File: src/rtl/pkt_gen_mc.sv
// pkt_gen_mc: multi-channel packet generator.
// NUM_CH CPU-side sources each feed a FIFO of FIFO_DEPTH entries. A round-robin
// arbiter issues at most one packet per cycle onto the shared TX bus. Each
// channel needs a credit to issue; credits are replenished by credit_ret.
// Ports:
//   clk, rst                 clock, synchronous active-high reset
//   cpu_valid/cpu_ready      per-channel push handshake
//   cpu_data/flags/proc_id   per-channel packet fields, channel c at [c*W +: W]
//   credit_ret               per-channel credit return, one credit per bit per cycle
//   tx_valid/payload/flags/addr/ecc/id/eop/ch   registered packet bus outputs
//   credit_err               sticky per-channel credit overflow flag
// Optional macro PKT_GEN_MC_SEQ_EN adds tx_seq, a per-channel 8-bit issue counter.
module pkt_gen_mc #(
  parameter int unsigned NUM_CH      = 4,
  parameter int unsigned DATA_W      = 32,
  parameter int unsigned FLAGS_W     = 4,
  parameter int unsigned ADDR_W      = 8,
  parameter int unsigned ID_W        = 4,
  parameter int unsigned PKT_PROC_ID = 0,
  parameter int unsigned FIFO_DEPTH  = 4,
  parameter int unsigned MAX_CREDIT  = 8
) (
  input  logic                        clk,
  input  logic                        rst,
  input  logic [NUM_CH-1:0]           cpu_valid,
  output logic [NUM_CH-1:0]           cpu_ready,
  input  logic [NUM_CH*DATA_W-1:0]    cpu_data,
  input  logic [NUM_CH*FLAGS_W-1:0]   cpu_flags,
  input  logic [NUM_CH*ADDR_W-1:0]    cpu_proc_id,
  input  logic [NUM_CH-1:0]           credit_ret,
  output logic                        tx_valid,
  output logic [DATA_W-1:0]           tx_payload,
  output logic [FLAGS_W-1:0]          tx_flags,
  output logic [ADDR_W-1:0]           tx_addr,
  output logic                        tx_ecc,
  output logic [ID_W-1:0]             tx_id,
  output logic                        tx_eop,
  output logic [$clog2(NUM_CH)-1:0]   tx_ch,
  output logic [NUM_CH-1:0]           credit_err
`ifdef PKT_GEN_MC_SEQ_EN
  ,
  output logic [7:0]                  tx_seq
`endif
);

  localparam int unsigned CH_W     = $clog2(NUM_CH);
  localparam int unsigned PTR_W    = $clog2(FIFO_DEPTH);
  localparam int unsigned CREDIT_W = $clog2(MAX_CREDIT + 1);
  localparam int unsigned ENTRY_W  = DATA_W + FLAGS_W + ADDR_W;

  logic [ENTRY_W-1:0]  mem    [NUM_CH][FIFO_DEPTH];
  logic [PTR_W-1:0]    wr_ptr [NUM_CH];
  logic [PTR_W-1:0]    rd_ptr [NUM_CH];
  logic [PTR_W:0]      count  [NUM_CH];
  logic [CREDIT_W-1:0] credit [NUM_CH];
  logic [CH_W-1:0]     rr_ptr;

  logic [NUM_CH-1:0]   push;
  logic [NUM_CH-1:0]   pop;
  logic [NUM_CH-1:0]   eligible;
  logic                grant_valid;
  logic [CH_W-1:0]     grant_ch;
  logic [ENTRY_W-1:0]  head;

  always_comb begin
    for (int unsigned c = 0; c < NUM_CH; c++) begin
      cpu_ready[c] = (count[c] != (PTR_W+1)'(FIFO_DEPTH));
      push[c]      = cpu_valid[c] & cpu_ready[c];
      eligible[c]  = (count[c] != '0) && (credit[c] != '0);
    end
  end

  // Scan channels starting at rr_ptr; the first eligible one wins.
  always_comb begin
    int unsigned idx;
    idx         = 0;
    grant_valid = 1'b0;
    grant_ch    = '0;
    for (int unsigned i = 0; i < NUM_CH; i++) begin
      idx = (32'(rr_ptr) + i) % NUM_CH;
      if (!grant_valid && eligible[idx]) begin
        grant_valid = 1'b1;
        grant_ch    = CH_W'(idx);
      end
    end
    pop = '0;
    if (grant_valid) pop[grant_ch] = 1'b1;
    head = mem[grant_ch][rd_ptr[grant_ch]];
  end

  always_ff @(posedge clk) begin
    for (int unsigned c = 0; c < NUM_CH; c++) begin
      if (push[c]) begin
        mem[c][wr_ptr[c]] <= {cpu_data[c*DATA_W +: DATA_W],
                              cpu_flags[c*FLAGS_W +: FLAGS_W],
                              cpu_proc_id[c*ADDR_W +: ADDR_W]};
      end
    end
  end

  always_ff @(posedge clk) begin
    if (rst) begin
      for (int unsigned c = 0; c < NUM_CH; c++) begin
        wr_ptr[c] <= '0;
        rd_ptr[c] <= '0;
        count[c]  <= '0;
        credit[c] <= CREDIT_W'(MAX_CREDIT);
      end
      credit_err <= '0;
    end else begin
      for (int unsigned c = 0; c < NUM_CH; c++) begin
        if (push[c]) wr_ptr[c] <= wr_ptr[c] + PTR_W'(1);
        if (pop[c])  rd_ptr[c] <= rd_ptr[c] + PTR_W'(1);
        case ({push[c], pop[c]})
          2'b10:   count[c] <= count[c] + (PTR_W+1)'(1);
          2'b01:   count[c] <= count[c] - (PTR_W+1)'(1);
          default: ;
        endcase
        // A grant with a same-cycle return nets to zero, so only a lone
        // return at the ceiling counts as an overflow.
        case ({pop[c], credit_ret[c]})
          2'b10: credit[c] <= credit[c] - CREDIT_W'(1);
          2'b01: begin
            if (credit[c] == CREDIT_W'(MAX_CREDIT)) credit_err[c] <= 1'b1;
            else                                    credit[c]     <= credit[c] + CREDIT_W'(1);
          end
          default: ;
        endcase
      end
    end
  end

  always_ff @(posedge clk) begin
    if (rst) begin
      rr_ptr     <= '0;
      tx_valid   <= 1'b0;
      tx_payload <= '0;
      tx_flags   <= '0;
      tx_addr    <= '0;
      tx_ecc     <= 1'b0;
      tx_ch      <= '0;
    end else begin
      tx_valid <= grant_valid;
      if (grant_valid) begin
        rr_ptr     <= CH_W'((32'(grant_ch) + 1) % NUM_CH);
        tx_payload <= head[ENTRY_W-1 -: DATA_W];
        tx_flags   <= head[FLAGS_W+ADDR_W-1 -: FLAGS_W];
        tx_addr    <= head[ADDR_W-1:0];
        tx_ecc     <= ^head[ENTRY_W-1 -: DATA_W];
        tx_ch      <= grant_ch;
      end
    end
  end

  assign tx_id  = ID_W'(PKT_PROC_ID);
  assign tx_eop = tx_valid;

`ifdef PKT_GEN_MC_SEQ_EN
  logic [7:0] seq_cnt [NUM_CH];

  always_ff @(posedge clk) begin
    if (rst) begin
      for (int unsigned c = 0; c < NUM_CH; c++) seq_cnt[c] <= '0;
      tx_seq <= '0;
    end else if (grant_valid) begin
      seq_cnt[grant_ch] <= seq_cnt[grant_ch] + 8'd1;
      tx_seq            <= seq_cnt[grant_ch];
    end
  end
`endif

endmodule

File: config.mk
export PLATFORM = sky130hd
export DESIGN_NAME = pkt_gen_mc
export DESIGN_NICKNAME = d
export VERILOG_FILES = /design/src/rtl/pkt_gen_mc.sv
export SDC_FILE = /design/constraint.sdc
export NUM_CORES = 1
export LEC_CHECK = 0
export CORE_ASPECT_RATIO = 0.7
export CORE_MARGIN = 1.5
export CORE_UTILIZATION = 50
export DETAILED_ROUTE_END_ITERATION = 8
export PLACE_DENSITY = 0.69
export SYNTH_ARGS = -nofsm -noshare
export SYNTH_HDL_FRONTEND = slang
export SYNTH_SLANG_ARGS = --single-unit
export TNS_END_PERCENT = 100
File: constraint.sdc
create_clock -name clk -period 14.14 [get_ports clk]
set_input_delay 2.828 -clock clk [delete_from_list [all_inputs] [get_ports clk]]
set_output_delay 2.828 -clock clk [all_outputs]
set_load 0.005 [all_outputs]
==> flow_results.xml <==
<?xml version="1.0" encoding="UTF-8"?>
<metrics>
  <group name="status">
    <metric name="run_status" unit="">completed</metric>
  </group>
  <group name="finish">
    <metric name="nets" unit="">3186</metric>
    <metric name="drive_gt1_share" unit="%">8.86</metric>
    <metric name="fillers" unit="">5660</metric>
    <metric name="layout.cells.most_common_list" unit="">sky130_fd_sc_hd__edfxtp_1 (748), sky130_fd_sc_hd__and3_1 (403), sky130_fd_sc_hd__nand2_1 (290)</metric>
    <metric name="finalCoreUtilization" unit="%">58.1</metric>
    <metric name="areaGrowthSynthToFinish" unit="%">14.8</metric>
    <metric name="final_common_cell" unit="">sky130_fd_sc_hd__edfxtp_1</metric>
  </group>
  <group name="global_route">
    <metric name="grt_use_total" unit="%">29.1</metric>
    <metric name="overflow_left_after_global_routing" unit="">0</metric>
    <metric name="pin_count_of_the_biggest_net_entering_global_routing" unit="">349</metric>
    <metric name="grt_antenna_before_repair" unit="">6</metric>
    <metric name="grt_pass1_wl" unit="um">164000</metric>
    <metric name="number_of_global_route_vias_before_repair" unit="">25230</metric>
  </group>
  <group name="drt">
    <metric name="route.detailed.vias_per_inst" unit="">6.61</metric>
    <metric name="route.final.wire_length" unit="um">112000</metric>
    <metric name="number_of_drc_markers_after_the_initial_detailed_route_iteration" unit="">3983</metric>
    <metric name="post_drt_wl_per_cell" unit="um">27.9</metric>
    <metric name="remaining_drc_errors" unit="">0</metric>
    <metric name="firstDrtPassIters" unit="">6</metric>
    <metric name="antenna_left" unit="">0</metric>
    <metric name="routed-via-count" unit="">26481</metric>
  </group>
  <group name="logic_synthesis">
    <metric name="synth_area_per_cell" unit="um^2">12.9</metric>
    <metric name="yosysSeqAreaShare" unit="%">63.3</metric>
    <metric name="ys_seq_elements" unit="">802</metric>
    <metric name="post_synthesis_instance_area" unit="um^2">37200</metric>
    <metric name="yosys.cell_types.count" unit="">59</metric>
    <metric name="yosys_warnings" unit="">0</metric>
    <metric name="synth-main-ff-cell" unit="">sky130_fd_sc_hd__edfxtp_1</metric>
    <metric name="postSynth.asyncResetShare" unit="%">0</metric>
    <metric name="count_of_mapped_cells_out_of_synthesis" unit="">2888</metric>
    <metric name="synth_enable_flop_cells" unit="">748</metric>
  </group>
  <group name="setup_path">
    <metric name="worstSetupEndpointType" unit="">flop</metric>
    <metric name="timing.critical_path.fanout_max" unit="">292</metric>
    <metric name="setup.reg_to_reg.worst_slack" unit="ps">7060</metric>
    <metric name="arrival_time_of_data_at_the_critical_path_endpoint" unit="ps">7630</metric>
    <metric name="startpoint_type" unit="">flop</metric>
    <metric name="worst_ep_required_time" unit="ps">14690</metric>
    <metric name="worst-setup-path-type" unit="">flop to flop</metric>
  </group>
  <group name="timing">
    <metric name="clock-skew-final" unit="ps">21.0</metric>
    <metric name="grt_setup_unrepaired" unit="">false</metric>
    <metric name="relSlewSlack" unit="%">11.8</metric>
    <metric name="post-route-period-util" unit="%">50.1</metric>
    <metric name="final_critical_path_setup_slack" unit="ps">7060</metric>
    <metric name="period_needed" unit="ps">7080</metric>
    <metric name="final-max-slew-violation-count" unit="">0</metric>
    <metric name="fmax" unit="MHz">141</metric>
    <metric name="setup-violations-final" unit="">0</metric>
    <metric name="finalSetupTns" unit="ps">0</metric>
    <metric name="timing_worst_slew_pin_value" unit="ps">1320</metric>
    <metric name="number_of_failing_hold_endpoints_at_the_final_stage" unit="">0</metric>
  </group>
  <group name="clock_tree">
    <metric name="post-cts-setup-buffers" unit="">0</metric>
    <metric name="ctsHoldBuffers" unit="">0</metric>
    <metric name="tritoncts.num_buffers" unit="">79</metric>
    <metric name="ctsRootBufferMaster" unit="">sky130_fd_sc_hd__clkbuf_16</metric>
    <metric name="clock-sinks" unit="">802</metric>
    <metric name="tritoncts" unit="">built</metric>
    <metric name="post_cts_resized" unit="">0</metric>
    <metric name="cts_htree_levels" unit="">3</metric>
    <metric name="insertion_delay" unit="ps">640</metric>
    <metric name="clk_transition_reported_paths" unit="ps">60</metric>
    <metric name="worst_case_clock_buffer_depth" unit="">3</metric>
  </group>
  <group name="place">
    <metric name="gp_congestion" unit="">0.858</metric>
    <metric name="post_placement_setup_slack" unit="ps">7170</metric>
    <metric name="detailedPlacementHpwl" unit="um">68000</metric>
    <metric name="quantity_of_i_o_buffers_inserted_on_ports" unit="">242</metric>
  </group>
  <group name="die">
    <metric name="die_height" unit="um">231</metric>
    <metric name="core_area" unit="um^2">73400</metric>
    <metric name="dieArea" unit="um^2">76000</metric>
    <metric name="die_width" unit="um">329</metric>
    <metric name="ios" unit="">247</metric>
    <metric name="floorplan.rows" unit="">83</metric>
    <metric name="start_util" unit="%">50.6</metric>
  </group>
  <group name="hold_path">
    <metric name="worst_hold_path_type" unit="">flop to flop</metric>
  </group>
  <group name="flow_run">
    <metric name="drv_cap" unit="">0</metric>
  </group>
</metrics>
==> layer usage <==
layer  track usage (%)  vias up  routed length [um]
met3              7.27      218               13900
met5                 0        -                  13
met4              8.11        2                2700
met1              43.1    13024               46500
li1                  -    11503                   -
met2              42.6     1734               48600
==> sequential cells by signal (all words and copies together), names as in the netlist <==
| signal | flops |
|---|---|
| mem | 704 |
| tx_payload | 32 |
| credit | 16 |
| count | 12 |
| rd_ptr | 8 |
| tx_addr | 8 |
| wr_ptr | 8 |
| credit_err | 4 |
| tx_flags | 4 |
| rr_ptr | 2 |
| tx_ch | 2 |
| tx_ecc | 1 |
| tx_eop | 1 |
==> path summary, 6_finish.rpt <==
| path | from | endpoint | depth (start not counted) |
|---|---|---|---|
| setup / recovery | credit[3][0] | tx_addr[6] | 19 |
| hold reg to reg | tx_payload[29] | tx_payload[29] | 2 |
| hold / removal | tx_payload[29] | tx_payload[29] | 2 |
| setup reg to reg | credit[3][0] | tx_addr[6] | 19 |
==> cell usage after synthesis (48+ instances only) <==
library cell,number,share of area [%]
sky130_fd_sc_hd__nor4_1,129,2.2
sky130_fd_sc_hd__edfxtp_1,748,60
sky130_fd_sc_hd__mux2i_1,88,2.4
sky130_fd_sc_hd__dfxtp_1,54,2.9
sky130_fd_sc_hd__o32ai_1,130,3.1
sky130_fd_sc_hd__and3_1,419,7.0
sky130_fd_sc_hd__mux2_2,48,1.5
sky130_fd_sc_hd__a21oi_1,97,1.3
sky130_fd_sc_hd__nand2_1,291,2.9
sky130_fd_sc_hd__a221o_1,130,3.5
sky130_fd_sc_hd__clkbuf_1,249,2.5
sky130_fd_sc_hd__a21boi_0,128,2.6
==> worst max-delay path, stage by stage, from the launching register on <==
cell                       delay [ps]
sky130_fd_sc_hd__edfxtp_1         460
sky130_fd_sc_hd__inv_1            100
sky130_fd_sc_hd__ha_1             230
sky130_fd_sc_hd__or3b_1           520
sky130_fd_sc_hd__a22oi_2          200
sky130_fd_sc_hd__buf_4            480
sky130_fd_sc_hd__or4_4            750
sky130_fd_sc_hd__buf_12           690
sky130_fd_sc_hd__nand2_1          110
sky130_fd_sc_hd__buf_4            290
sky130_fd_sc_hd__a211oi_2         430
sky130_fd_sc_hd__a31o_4           590
sky130_fd_sc_hd__buf_4            660
sky130_fd_sc_hd__nand2_1          120
sky130_fd_sc_hd__and3_1           210
sky130_fd_sc_hd__a311oi_1         220
sky130_fd_sc_hd__a21oi_1          170
sky130_fd_sc_hd__a221oi_1         340
sky130_fd_sc_hd__a21oi_1           70
sky130_fd_sc_hd__nor3_1           180
==> cell type report <==
type,count,area (um^2),area share [%]
Tap cell,977,1220,2.86
Clock inverter,51,459,1.08
Timing Repair Buffer,283,2750,6.45
Inverter,32,120,0.282
Sequential cell,802,23500,55.2
Multi-Input combinational cell,1765,12500,29.2
Clock buffer,93,2100,4.93
Antenna cell,5,12.5,0.0293
==> stage by stage <==
step | hold slack (ps) | instance area, um^2 | instances
after floorplan | 448 | 37200 | 2891
after detailed placement | 443 | 40100 | 3859
after global placement | 439 | 40100 | 3859
after global routing | 474 | 42700 | 4007
after CTS | 451 | 42700 | 4003
final | 451 | 42700 | 4008
==> cells by family (layout without fill, tap and decap cells) <==
logic type	count (synthesis)	in the layout	synth area share (%)
simple gates	973	973	14.1
flops	802	802	63.3
compound gates	559	559	12.1
buf+inv	324	459	3.57
mux	148	148	4.55
xor+xnor	44	44	1.04
fa+ha+maj	37	37	1.37
other cells	1	9	0.0101
Power is left out: the tool's default activity adds up to more than one toggle a clock period on the data nets, which glitch-free logic cannot reach.
